$ cat config.mk
export PLATFORM = sky130hd
export DESIGN_NAME = c17_bist
export DESIGN_NICKNAME = d
export VERILOG_FILES = /design/src/rtl/c17_bist.sv
export SDC_FILE = /design/constraint.sdc
export NUM_CORES = 1
export LEC_CHECK = 0
export ABC_AREA = 1
export CORE_MARGIN = 2
export CORE_UTILIZATION = 48
export CTS_CLUSTER_SIZE = 28
export DETAILED_ROUTE_END_ITERATION = 7
export GPL_TIMING_DRIVEN = 0
export PLACE_DENSITY_LB_ADDON = 0.1
export SLEW_MARGIN = 20
export SYNTH_ARGS = -nofsm -noshare
export SYNTH_HDL_FRONTEND = slang
export SYNTH_SLANG_ARGS = --single-unit
$ cat constraint.sdc
create_clock -name clk -period 1.3 [get_ports clk]
set_input_delay 0.26 -clock clk [delete_from_list [all_inputs] [get_ports clk]]
set_output_delay 0.26 -clock clk [all_outputs]
set_load 0.1 [all_outputs]
$ cat src/rtl/c17_bist.sv
// c17_bist: LFSR pattern generator and MISR compactor that self-tests a c17 circuit
module c17_bist #(
    parameter int unsigned NUM_PATTERNS = 31,
    parameter logic [4:0]  SEED         = 5'b00001,
    parameter logic [7:0]  GOLDEN_SIG   = 8'h00
) (
    input  logic       clk,
    input  logic       rst,
    input  logic       start,
    output logic [4:0] pat,
    input  logic [1:0] rsp,
    output logic       busy,
    output logic       done,
    output logic       pass,
    output logic [7:0] sig
);
    typedef enum logic [1:0] {IDLE, RUN, DONE} state_t;
    state_t     state_q, state_d;
    logic [4:0] lfsr_q, lfsr_d, cnt_q, cnt_d;
    logic [7:0] misr_q, misr_d, misr_nx;
    logic       pass_q, pass_d;
    logic       last;
    assign misr_nx = {misr_q[6:0], 1'b0} ^ (misr_q[7] ? 8'h1D : 8'h00) ^ {6'b0, rsp};
    assign last    = cnt_q == 5'(NUM_PATTERNS - 1);
    // Next-state logic: a run is launched from IDLE or DONE, then retires one pattern per cycle
    always_comb begin
        state_d = state_q;
        lfsr_d  = lfsr_q;
        misr_d  = misr_q;
        cnt_d   = cnt_q;
        pass_d  = pass_q;
        case (state_q)
            IDLE, DONE: begin
                if (start) begin
                    state_d = RUN;
                    lfsr_d  = SEED;
                    misr_d  = 8'h00;
                    cnt_d   = 5'd0;
                    pass_d  = 1'b0;
                end
            end
            RUN: begin
                misr_d  = misr_nx;
                cnt_d   = cnt_q + 5'd1;
                lfsr_d  = last ? 5'd0 : {lfsr_q[3:0], lfsr_q[4] ^ lfsr_q[2]};
                state_d = last ? DONE : RUN;
                pass_d  = last ? (misr_nx == GOLDEN_SIG) : pass_q;
            end
            default: state_d = IDLE;
        endcase
    end
    // State registers; reset clears everything at once, even mid-run
    always_ff @(posedge clk or posedge rst) begin
        if (rst) begin
            state_q <= IDLE;
            lfsr_q  <= 5'd0;
            misr_q  <= 8'h00;
            cnt_q   <= 5'd0;
            pass_q  <= 1'b0;
        end else begin
            state_q <= state_d;
            lfsr_q  <= lfsr_d;
            misr_q  <= misr_d;
            cnt_q   <= cnt_d;
            pass_q  <= pass_d;
        end
    end
    assign pat  = lfsr_q;
    assign busy = state_q == RUN;
    assign done = state_q == DONE;
    assign pass = pass_q;
    assign sig  = misr_q;
endmodule

Word-level counts from Yosys, hierarchy flattened
Index checks and enable logic that the tools add are counted.
- register bits after elaboration: 21
- word-level logic and storage cells: 34
- bits in writable memories: 0
- latch bits: 0
- ROM bits: 0
- output and inout bits: 16
- bits of input ports: 5
- memories kept: 0
- div/mod/pow operators: 0
- shifts and indexed selects: 0
- multipliers: 0
- bitwise operators: 3
- $lt $le $gt $ge: 0
- add/subtract/negate cells: 1
- reduce and logical (&&, ||, !) cells: 6
- equality and inequality tests: 5
- multiplexer cells: 14
- operators by type and width (cell ; number):
    2-to-1 mux 5 bit ; 4
    case mux 5 bit (2 select lines) ; 2
    case mux 8 bit (2 select lines) ; 1
    zero test 8 bit ; 1
    2-to-1 mux 8 bit ; 1
    bitwise XOR 8 x 2 -> 8 bit ; 1
    bitwise XOR 8 x 5 -> 8 bit ; 1
    adder 5 x 1 -> 5 bit (second input constant) ; 1
    == test 5 bit (second input constant) ; 1
    2-to-1 mux 2 bit ; 2
    case mux 2 bit (2 select lines) ; 1
    AND reduction 3 bit ; 1
    == test 2 x 1 -> 1 bit (second input constant) ; 1
    == test 2 bit (second input constant) ; 1
    zero test 2 bit ; 1
    2-to-1 mux 1 bit ; 2
    != test 2 x 1 -> 1 bit (second input constant) ; 1
    != test 2 bit (second input constant) ; 1
    case mux 1 bit (2 select lines) ; 1
    AND reduction 2 bit ; 1
    nonzero test 2 bit ; 1
    OR reduction 2 bit ; 1
    bitwise XOR 1 bit ; 1

Depth between registers and ports, before layout
Gate-level depths: netlist of the first run.
- word-level depth: 6
- depth in mapped cells: 8
- depth with buffers taken out: 8

Least setup slack after synthesis of the first run
No wires, ideal clock.
- path kind: reg-to-output
- start: register state_q[1]
- end: output done
- arrival time: 1689 ps
- stages on the path, launching flop included: 3
- buffers on the path: 0
- path slack: -649 ps
- cell sequence: dfrtp_1 inv_2 nor2_1
- word-level cells in the longest chain between the ends: 1
- ends and longest elaborated chain (what ; RTL line ; RTL):
    from (decl) ; 18 ; state_t state_q, state_d;
    from (signal assigned) ; 61 ; state_q <= state_d;
    == test 2 bit ; 70 ; assign done = state_q == DONE;
    to (decl) ; 13 ; output logic done,
Every way passes these cells.

Worst setup path in the final report of the first run
Ends and elaborated chain as after synthesis.

==> summary.txt, run 1 <==
Status
  • Outcome: complete, but fails checks
  • Violated checks: setup timing

CTS
  • CTS tree: built
  • H-tree depth: 1
  • Hold Buf Count CTS: 0
  • Max Buffers Root-to-Sink: 2
  • Clock latency at the later pin of the worst-skew pair: 0.30 ns
  • Worst-path clk slew: 0.11 ns
  • CTS Buf Count: 3
  • Clk sinks: 21
  • Clock root buffer: clkbuf_4

Cells and area
  • FILL cells: 164
  • Final nets: 149
  • Area growth syn-to-layout: 35.3%
  • Fin cells: 168
  • Antenna diodes: 0
  • Final instance area: 1320 sq um
  • Share of cells above drive strength 1: 0.340

Setup path
  • CP required: 1.04 ns
  • Buffers plus inverters on the worst setup path: 2
  • Crit Path Class: flip-flop to primary output
  • Max FO, Critical Path: 3
  • Crit path max-delay family: flip-flops
  • Crit path max-delay cell type: dfrtp_1
  • Crit start category: flip-flop
  • Critical path arrival: 1.13 ns
  • Critical Path Sink Type: primary output
  • CP peak stage delay: 0.43 ns
  • CP cell instances: inv_2 -> nor2_4 -> buf_12

Route
  • Post-route ant nets: 0
  • Post-DR wirelength/cell: 12.9 um
  • Initial DRC count: 20
  • Routed WL: 2.16 mm
  • Routed vias/inst: 5.12
  • DRC errors left: 0
  • Drt first pass iters: 4
  • Via count: 860

Synth
  • Ys Warns: 0
  • Mapped cell area: 977 sq um
  • Post-Synthesis Net Count: 118
  • Sequential area share after synthesis: 0.538
  • Synth Flop Type: dfrtp_1
  • Syn_area_per_cell: 8.80 sq um
  • Synth Register Bits: 21
  • Mapped Cells: 111
  • Post-synthesis async set-or-reset flop share: 1.00
  • Cell variety after synth: 19
  • EDFF count, synth: 0

Global routing
  • Grt ovf: 0
  • Initial antenna violation count: 0
  • Largest net degree at the start of global routing: 22
  • First-pass GRT wire length: 3.62 mm
  • Vias in the first global route: 829
  • GRT Total Usage: 0.191

Timing
  • Fin. Hold Viols: 0
  • Min Hold Slack: 0.378 ns
  • Fmax: 0.721 GHz
  • Clock skew: 0.00224 ns
  • Crit share post-route: 1.07
  • RSZ-0062 raised after global routing: true
  • Fin. max-slew vios: 0
  • Slew HR: 0.488
  • Worst-Margin Slew: 0.767 ns
  • Finish-stage setup viols: 2
  • Min cycle time layout: 1.39 ns
  • Final Worst Setup Slack: -0.0866 ns

Floorplan
  • Starting Density: 0.503
  • Die height: 49.1 um
  • Die area: 2410 sq um
  • Core ar.: 1940 sq um
  • Row count: 16
  • Top Ports: 21
  • Die X: 49.1 um

Placement
  • Placed instance count: 158
  • Placement Cell Area: 1230 sq um
  • Dpl hpwl: 1.53 mm
  • Gp weighted congestion: 0.783
  • Count of input and output buffers: 20
  • Pre-CTS setup slack: -0.836 ns

Flow run
  • MaxCap Viol Count: 0

Min path
  • HP Class: input port to asynchronous set/reset pin
==> what timing repair did <==
action,CTS,global route
hold endpoints to repair,0,0
resized for setup,103,7
endpoints found under the setup margin,16,5
setup buffers,2,5
pin swaps,1,4
==> worst paths after layout <==
path,to,start,slack [ns],cells after the start
worst min-delay path,pat[1],rst,0.38,2
worst min register to register,pass,pass,0.52,2
worst max register to register,pat[0],cnt_q[0],0.01,7
max in group asynchronous,sig[0],rst,0.39,2
worst max-delay path,done,state_q[1],-0.09,3
min in group clk,pass,pass,0.52,2
==> per-stage QoR <==
stage,TNS (ns),utilization
after floorplan,-1.02,-
after global placement,-8.46,0.635
after detailed placement,-8.71,0.635
after CTS,-0.163,0.650
after global routing,-0.377,0.681
final,-0.161,0.681
==> Yosys cell counts, types with 2 or more instances <==
library cell	number	area [sq um]
nand2_1	27	101
dfrtp_1	21	526
inv_1	15	56.3
o22ai_1	9	56.3
nand3_1	6	30.0
nor2_1	6	22.5
o21ai_1	6	30.0
inv_2	3	11.3
o21ai_0	3	15.0
xor2_1	3	26.3
a21oi_1	2	10.0
ha_1	2	25.0
nand2_2	2	12.5
==> cell usage in the layout, fill, tap and decap left out <==
cell | netlist | final
nand2_1 | 27 | 25
buf_4 | 0 | 18
inv_1 | 15 | 14
dfrtp_1 | 21 | 14
o22ai_1 | 9 | 8
dfrtp_2 | 0 | 7
o21ai_1 | 6 | 6
nand3_1 | 6 | 6
nor2_1 | 6 | 5
inv_2 | 3 | 4
nand2_2 | 2 | 4
clkdlybuf4s50_1 | 0 | 4
buf_6 | 1 | 3
xor2_1 | 3 | 3
o21ai_0 | 3 | 3
clkbuf_4 | 0 | 3
nor2_4 | 1 | 2
a21oi_1 | 2 | 2
buf_12 | 0 | 2
buf_2 | 1 | 1
nand2_4 | 1 | 1
o21ai_4 | 0 | 1
o22ai_2 | 0 | 1
o31ai_1 | 1 | 1
ha_4 | 0 | 1
ha_1 | 2 | 1
clkbuf_1 | 0 | 1
==> flip-flops by register name (all words and copies together), names as in the netlist <==
signal   cells
state_q      2
pat          5
sig          8
pass         1
cnt_q        5
==> routing by layer <==
layer	vias to the layer above	wire length, um	global-route usage
li1	421	-	-
met1	406	924	0.235
met4	0	64	0.0762
met3	7	87	0.0337
met2	26	1080	0.329
met5	-	0	0
==> worst register-to-register path: cells and delay by family, from the launching register on <==
family	cells	cell delay, ns
AOI/OAI and AO/OA	3	0.38
buffers and inverters	1	0.10
and+or+nand+nor	2	0.16
adders and majority gates	1	0.13
DFF	1	0.43
==> final cells by class <==
cell class / count / area, sq um / share of cell area
Sequential cell: 21 / 534 / 0.404
Buffer: 2 / 16.3 / 0.0123
Multi-Input combinational cell: 70 / 407 / 0.307
Timing Repair Buffer: 26 / 238 / 0.180
Clock buffer: 4 / 26.3 / 0.0199
Inverter: 18 / 67.6 / 0.0511
Tap cell: 27 / 33.8 / 0.0255
==> kinds of logic after synthesis <==
group	count (synthesis)	synth area share
and+or+nand+nor	43	0.193
buffers and inverters	20	0.0858
DFF	21	0.538
adders and majority gates	2	0.0256
AOI/OAI and AO/OA	22	0.131
xor gates and xnor gates	3	0.0269
Power of run 1 is left out: the tool's default activity adds up to more than one toggle a clock period on the data nets, which glitch-free logic cannot reach.
==> inputs of run 2 (changes only) <==
--- a/config.mk
+++ b/config.mk
@@ -6,9 +6,10 @@
 export NUM_CORES = 1
 export LEC_CHECK = 0
 export ABC_AREA = 1
+export CELL_PAD_IN_SITES_DETAIL_PLACEMENT = 0
+export CELL_PAD_IN_SITES_GLOBAL_PLACEMENT = 1
 export CORE_MARGIN = 2
-export CORE_UTILIZATION = 48
-export CTS_CLUSTER_SIZE = 28
+export CORE_UTILIZATION = 36
 export DETAILED_ROUTE_END_ITERATION = 7
 export GPL_TIMING_DRIVEN = 0
 export PLACE_DENSITY_LB_ADDON = 0.1
==> constraint.sdc (replaced) <==
create_clock -name clk -period 1.3 [get_ports clk]
set_input_delay 0.195 -clock clk [delete_from_list [all_inputs] [get_ports clk]]
set_output_delay 0.195 -clock clk [all_outputs]
set_load 0.1 [all_outputs]
==> summary.txt, run 2 (synthesis gave the netlist of run 1 again) <==
Cells and area
  • Share of cells above drive strength 1: 0.338
  • Area growth syn-to-layout: 34.8%
  • Antenna diodes: 0
  • Final nets: 147
  • Commonest non-fill, non-tap cell in the layout: nand2_1
  • Final instance area: 1320 sq um
  • FILL cells: 256
  • Max reg flops: 8
  • Most frequent cells in the layout: 26 x nand2_1, 17 x buf_4, 14 x inv_1, 14 x dfrtp_1, 7 x dfrtp_2

Route
  • Met2 WL: 954 um
  • Via count: 802
  • Post-route ant nets: 0
  • Highest routed layer: met4
  • Routed vias/inst: 4.75
  • DRC errors left: 0
  • Met1 Routed Length: 1.08 mm
  • Post-DR wirelength/cell: 12.7 um
  • Drt first pass iters: 4
  • Routed WL: 2.14 mm
  • Metal3 WL: 92 um
  • Initial DRC count: 21

Setup path
  • Crit path max-delay cell type: dfrtp_1
  • CP cell instances: inv_2 -> nor2_2 -> buf_12
  • Crit start category: flip-flop
  • Crit Path Class: flip-flop to primary output
  • Max FO, Critical Path: 3
  • CP peak stage delay: 0.42 ns
  • Critical path arrival: 1.10 ns
  • Critical Path Sink Type: primary output
  • CP required: 1.11 ns

Timing
  • Min cycle time layout: 1.30 ns
  • Slew HR: 0.457
  • Fin. max-slew vios: 0
  • Worst-Margin Slew: 0.814 ns
  • Fin. Hold Viols: 0
  • Crit share post-route: 0.999
  • Fmax: 0.770 GHz
  • Clock skew: 0.00329 ns
  • Finish-stage setup viols: 0
  • RSZ-0062 raised after global routing: true

Global routing
  • Vias in the first global route: 806
  • Initial antenna violation count: 0
  • GRT Total Usage: 0.148
  • Grt ovf: 0
  • First-pass GRT wire length: 3.62 mm
  • Largest net degree at the start of global routing: 22

CTS
  • CTS Buf Count: 3
  • Hold Buf Count CTS: 0
  • Clk sinks: 21
  • H-tree depth: 1
  • Clock latency at the later pin of the worst-skew pair: 0.30 ns
  • Clock root buffer: clkbuf_4
  • Worst-path clk slew: 0.12 ns
  • CTS tree: built
  • Max Buffers Root-to-Sink: 2

Placement
  • Gp weighted congestion: 0.801
  • Count of input and output buffers: 20
  • Placement Cell Area: 1230 sq um
  • Dpl hpwl: 1.52 mm

Floorplan
  • Die area: 3150 sq um
  • Starting Density: 0.387
  • Core ar.: 2520 sq um
  • Top Ports: 21
  • Die X: 56.1 um
  • Die height: 56.1 um
  • Row count: 18

Min path
  • HP Class: input port to asynchronous set/reset pin

Flow run
  • MaxCap Viol Count: 0

Status
  • Outcome: completed
==> run 2: layout make-up <==
| class | instances | area (sq um) | share of cell area |
|---|---|---|---|
| buffer | 2 | 16.3 | 0.0123 |
| tap | 30 | 37.5 | 0.0285 |
| multi-input combinational | 70 | 408 | 0.310 |
| timing repair buffer | 24 | 228 | 0.173 |
| inverter | 18 | 67.6 | 0.0513 |
| sequential | 21 | 534 | 0.406 |
| clock buffer | 4 | 26.3 | 0.0199 |
==> run 2: critical path: cells and delay by family (launching register included) <==
kind	cells	cell delay, ns
DFF	1	0.42
buffers and inverters	2	0.26
and+or+nand+nor	1	0.12
==> run 2: per-layer routing <==
layer / up-vias / global-route usage
met5: - / 0
met4: 0 / 0.0748
met3: 2 / 0.0256
met2: 17 / 0.208
met1: 368 / 0.216
li1: 415 / -
==> run 2: final timing paths <==
| check | startpoint | endpoint | slack (ns) | cells past startpoint |
|---|---|---|---|---|
| worst max-delay path | state_q[1] | done | 0.001 | 3 |
| min in group clk | cnt_q[3] | cnt_q[3] | 0.52 | 1 |
| worst min-delay path | rst | sig[4] | 0.33 | 2 |
| max in group asynchronous | rst | sig[6] | 0.41 | 2 |
| worst min register to register | cnt_q[3] | cnt_q[3] | 0.52 | 1 |
| worst max register to register | state_q[0] | sig[4] | 0.10 | 6 |
==> run 2: per-stage QoR <==
step / cells / setup TNS, ns / worst slack (ns) / hold WS [ns] / utilization
2_1_floorplan: 111 / -1.04 / -0.167 / 0.171 / -
3_3_place_gp: 161 / -6.72 / -0.737 / 0.492 / 0.486
3_5_place_dp: 161 / -7.04 / -0.736 / 0.501 / 0.486
4_1_cts: 167 / -0.0628 / -0.0533 / 0.361 / 0.504
5_1_grt: 169 / -0.101 / -0.0577 / 0.392 / 0.522
6_report: 169 / 0 / 0.000982 / 0.331 / 0.522
==> run 2: repair_timing <==
| item | 4_1_cts | 5_1_grt |
|---|---|---|
| buffers inserted | 2 | 2 |
| cloned | 0 | 0 |
| endpoints found under the setup margin | 17 | 8 |
| pin swaps | 2 | 2 |
| resized for setup | 103 | 7 |
Power of run 2 is left out for the same reason.
==> RTL edit (config.mk and constraints of run 1) <==
Encoding of `state_t`: now one-hot (3 bits for 3 states).
--- a/src/rtl/c17_bist.sv
+++ b/src/rtl/c17_bist.sv
@@ -15,5 +15,5 @@
     output logic [7:0] sig
 );
-    typedef enum logic [1:0] {IDLE, RUN, DONE} state_t;
+    typedef enum logic [2:0] {IDLE = 3'b001, RUN = 3'b010, DONE = 3'b100} state_t;
     state_t     state_q, state_d;
     logic [4:0] lfsr_q, lfsr_d, cnt_q, cnt_d;
Formal check against the unedited RTL: same outputs for any inputs over 10 cycles, from zero or initial values and one cycle with rst high; not proved beyond that.
==> RTL edit against run 1 <==
The run still ends with negative setup slack left. Routed wire length rose by 25%. Critical path depth rose by 1. Global-route usage rose by 2.3 points. Design area rose by 21%. Sequential cell count rose by 1. Setup slack got worse by 0.20 ns. First-iteration DRC count fell by 30%. Synthesized area rose by 19%.
==> RTL edit: results (changes against run 1) <==
class of the worst hold path primary input to asynchronous set/reset pin; drt drc 0 (unchanged); Root Driver clkbuf_4; XOR/XNOR share of the synthesized area 2.25% (-0.44 points); Iter 0 DRT Violations 14 (-30%); max reg flops 8 (unchanged); Final setup viols 23 (+21); Detailed Route WL 2690 um (+25%); Worst-path clk slew 0.14 ns (+0.03 ns); dpl ws -0.938 ns (-0.102 ns); Compound-Gate Fraction of Synth Area 16.3% (+3.2 points); vias in the first global route 986 (+19%); Netlist cell types 26 (+7); Final Skew 0.00224 ns (+0.00000694 ns); via/cell ratio 5.23 (+2.2%); Async S/R FF share, synth 100% (unchanged); CTS Buf Count 3 (unchanged); DP Area 1420 sq um (+15%); Pins Over Slew Limit 0 (unchanged); Lkg Pwr 0.748 nW; share of synthesized area spent on multiplexers 0% (unchanged); share of cells above drive strength 1 43.7% (+9.6 points); drt wl/cell 14.5 um (+12%); outcome complete, but fails checks; initial antenna violation count 0 (unchanged); clk buf depth 2 (unchanged); relative slew slack 41.9% (-6.9 points); first-pass GRT wire length 4220 um (+17%); IO buf count 20 (unchanged); H-tree depth 1 (unchanged); synth warn 0 (unchanged); Setup Total Neg Slack -3.80 ns (-3.64 ns); fill count 172 (+4.9%); clk_lat worst skew 0.32 ns (+0.02 ns); post-route worst setup slack -0.286 ns (-0.200 ns); Critical-path top delay cell dfstp_2; Crit path max-delay family flip-flops; CP Max Fanout 2 (-1); failing checks negative setup slack; post-synthesis adder-cell area fraction 2.14% (-0.42 points); register area share after synthesis 47.3% (-6.5 points); Diodes inserted 0 (unchanged); Starting Density 51.8% (+1.5 points); largest net degree at the start of global routing 23 (+4.5%); RD Place Congestion 0.693 (-11%); Synth area leaders dfrtp_1 45%, o22ai_2 8.6%, inv_1 6.8%, nand2_1 6.4%, nand3_1 4.3%; Worst R2R Path Depth 9 (+2); nets@finish 166 (+11%); Arr. time, crit path 1.33 ns (+0.20 ns); Max VDD drop 1.87 mV; crit-path max cell delay 0.58 ns (+0.15 ns); drt pass-1 iters 4 (unchanged); hpwl dp 1740 um (+14%); GRT Resource Usage Total 21.3% (+2.3 points); top cells by count, synth 21 x dfrtp_1, 21 x inv_1, 20 x nand2_1; Synth Area per Inst 9.41 sq um (+6.9%); syn_nets 131 (+11%)
## RTL edit: cell types whose count changed in the layout (fill, tap and decap cells not counted), moves of 4 or more
cell     delta
o22ai_2     +7
buf_6       +4
inv_1       +6
nand2_1     -5
o22ai_1     -7
## RTL edit: repair_timing
action                     CTS  global route
setup buffers                8             1
cloned                       0             1
pin swaps                    3             1
setup endpoints to repair   29            26
gates resized for setup    111             6
## RTL edit: area by class of cell
class | instances | area, sq um | area share [%]
Buffer | 2 | 35.0 | 2.19
Tap cell | 28 | 35.0 | 2.19
Sequential cell | 22 | 563 | 35.3
Inverter | 25 | 97.6 | 6.11
Clock buffer | 4 | 36.3 | 2.27
Multi-Input combinational cell | 75 | 526 | 32.9
Timing Repair Buffer | 30 | 304 | 19.0
## RTL edit: final timing paths
kind                            start  endpoint  slack, ns
min reg2reg                    pat[3]    pat[4]       0.57
max                        state_q[0]      done      -0.29
max in group asynchronous         rst    pat[4]       0.31
min                               rst    sig[0]       0.40
max reg2reg                state_q[0]      pass      -0.24
min in group clk               pat[3]    pat[4]       0.57
## RTL edit: metal layers
metal	global-route usage [%]	part of all wire, %	wire length [um]
met3	3.67	4.3	115
met1	25.1	43	1150
met2	35.8	50	1350
met4	12.8	2.7	74
met5	0	0	0
## RTL edit: report_power, final
part / switching (mW) / total [mW] / internal (mW) / leakage (nW)
sequential: 0.163 / 1.06 / 0.901 / 0.278
combinational: 1.86 / 2.75 / 0.886 / 0.450
clock: 0.236 / 0.408 / 0.171 / 0.0210
total: 2.26 / 4.22 / 1.96 / 0.748
## RTL edit: worst register-to-register path: cells and delay by family (launching register included)
family / cells / cell delay, ns
buf+inv: 2 / 0.29
flops: 1 / 0.58
simple gates: 7 / 0.59
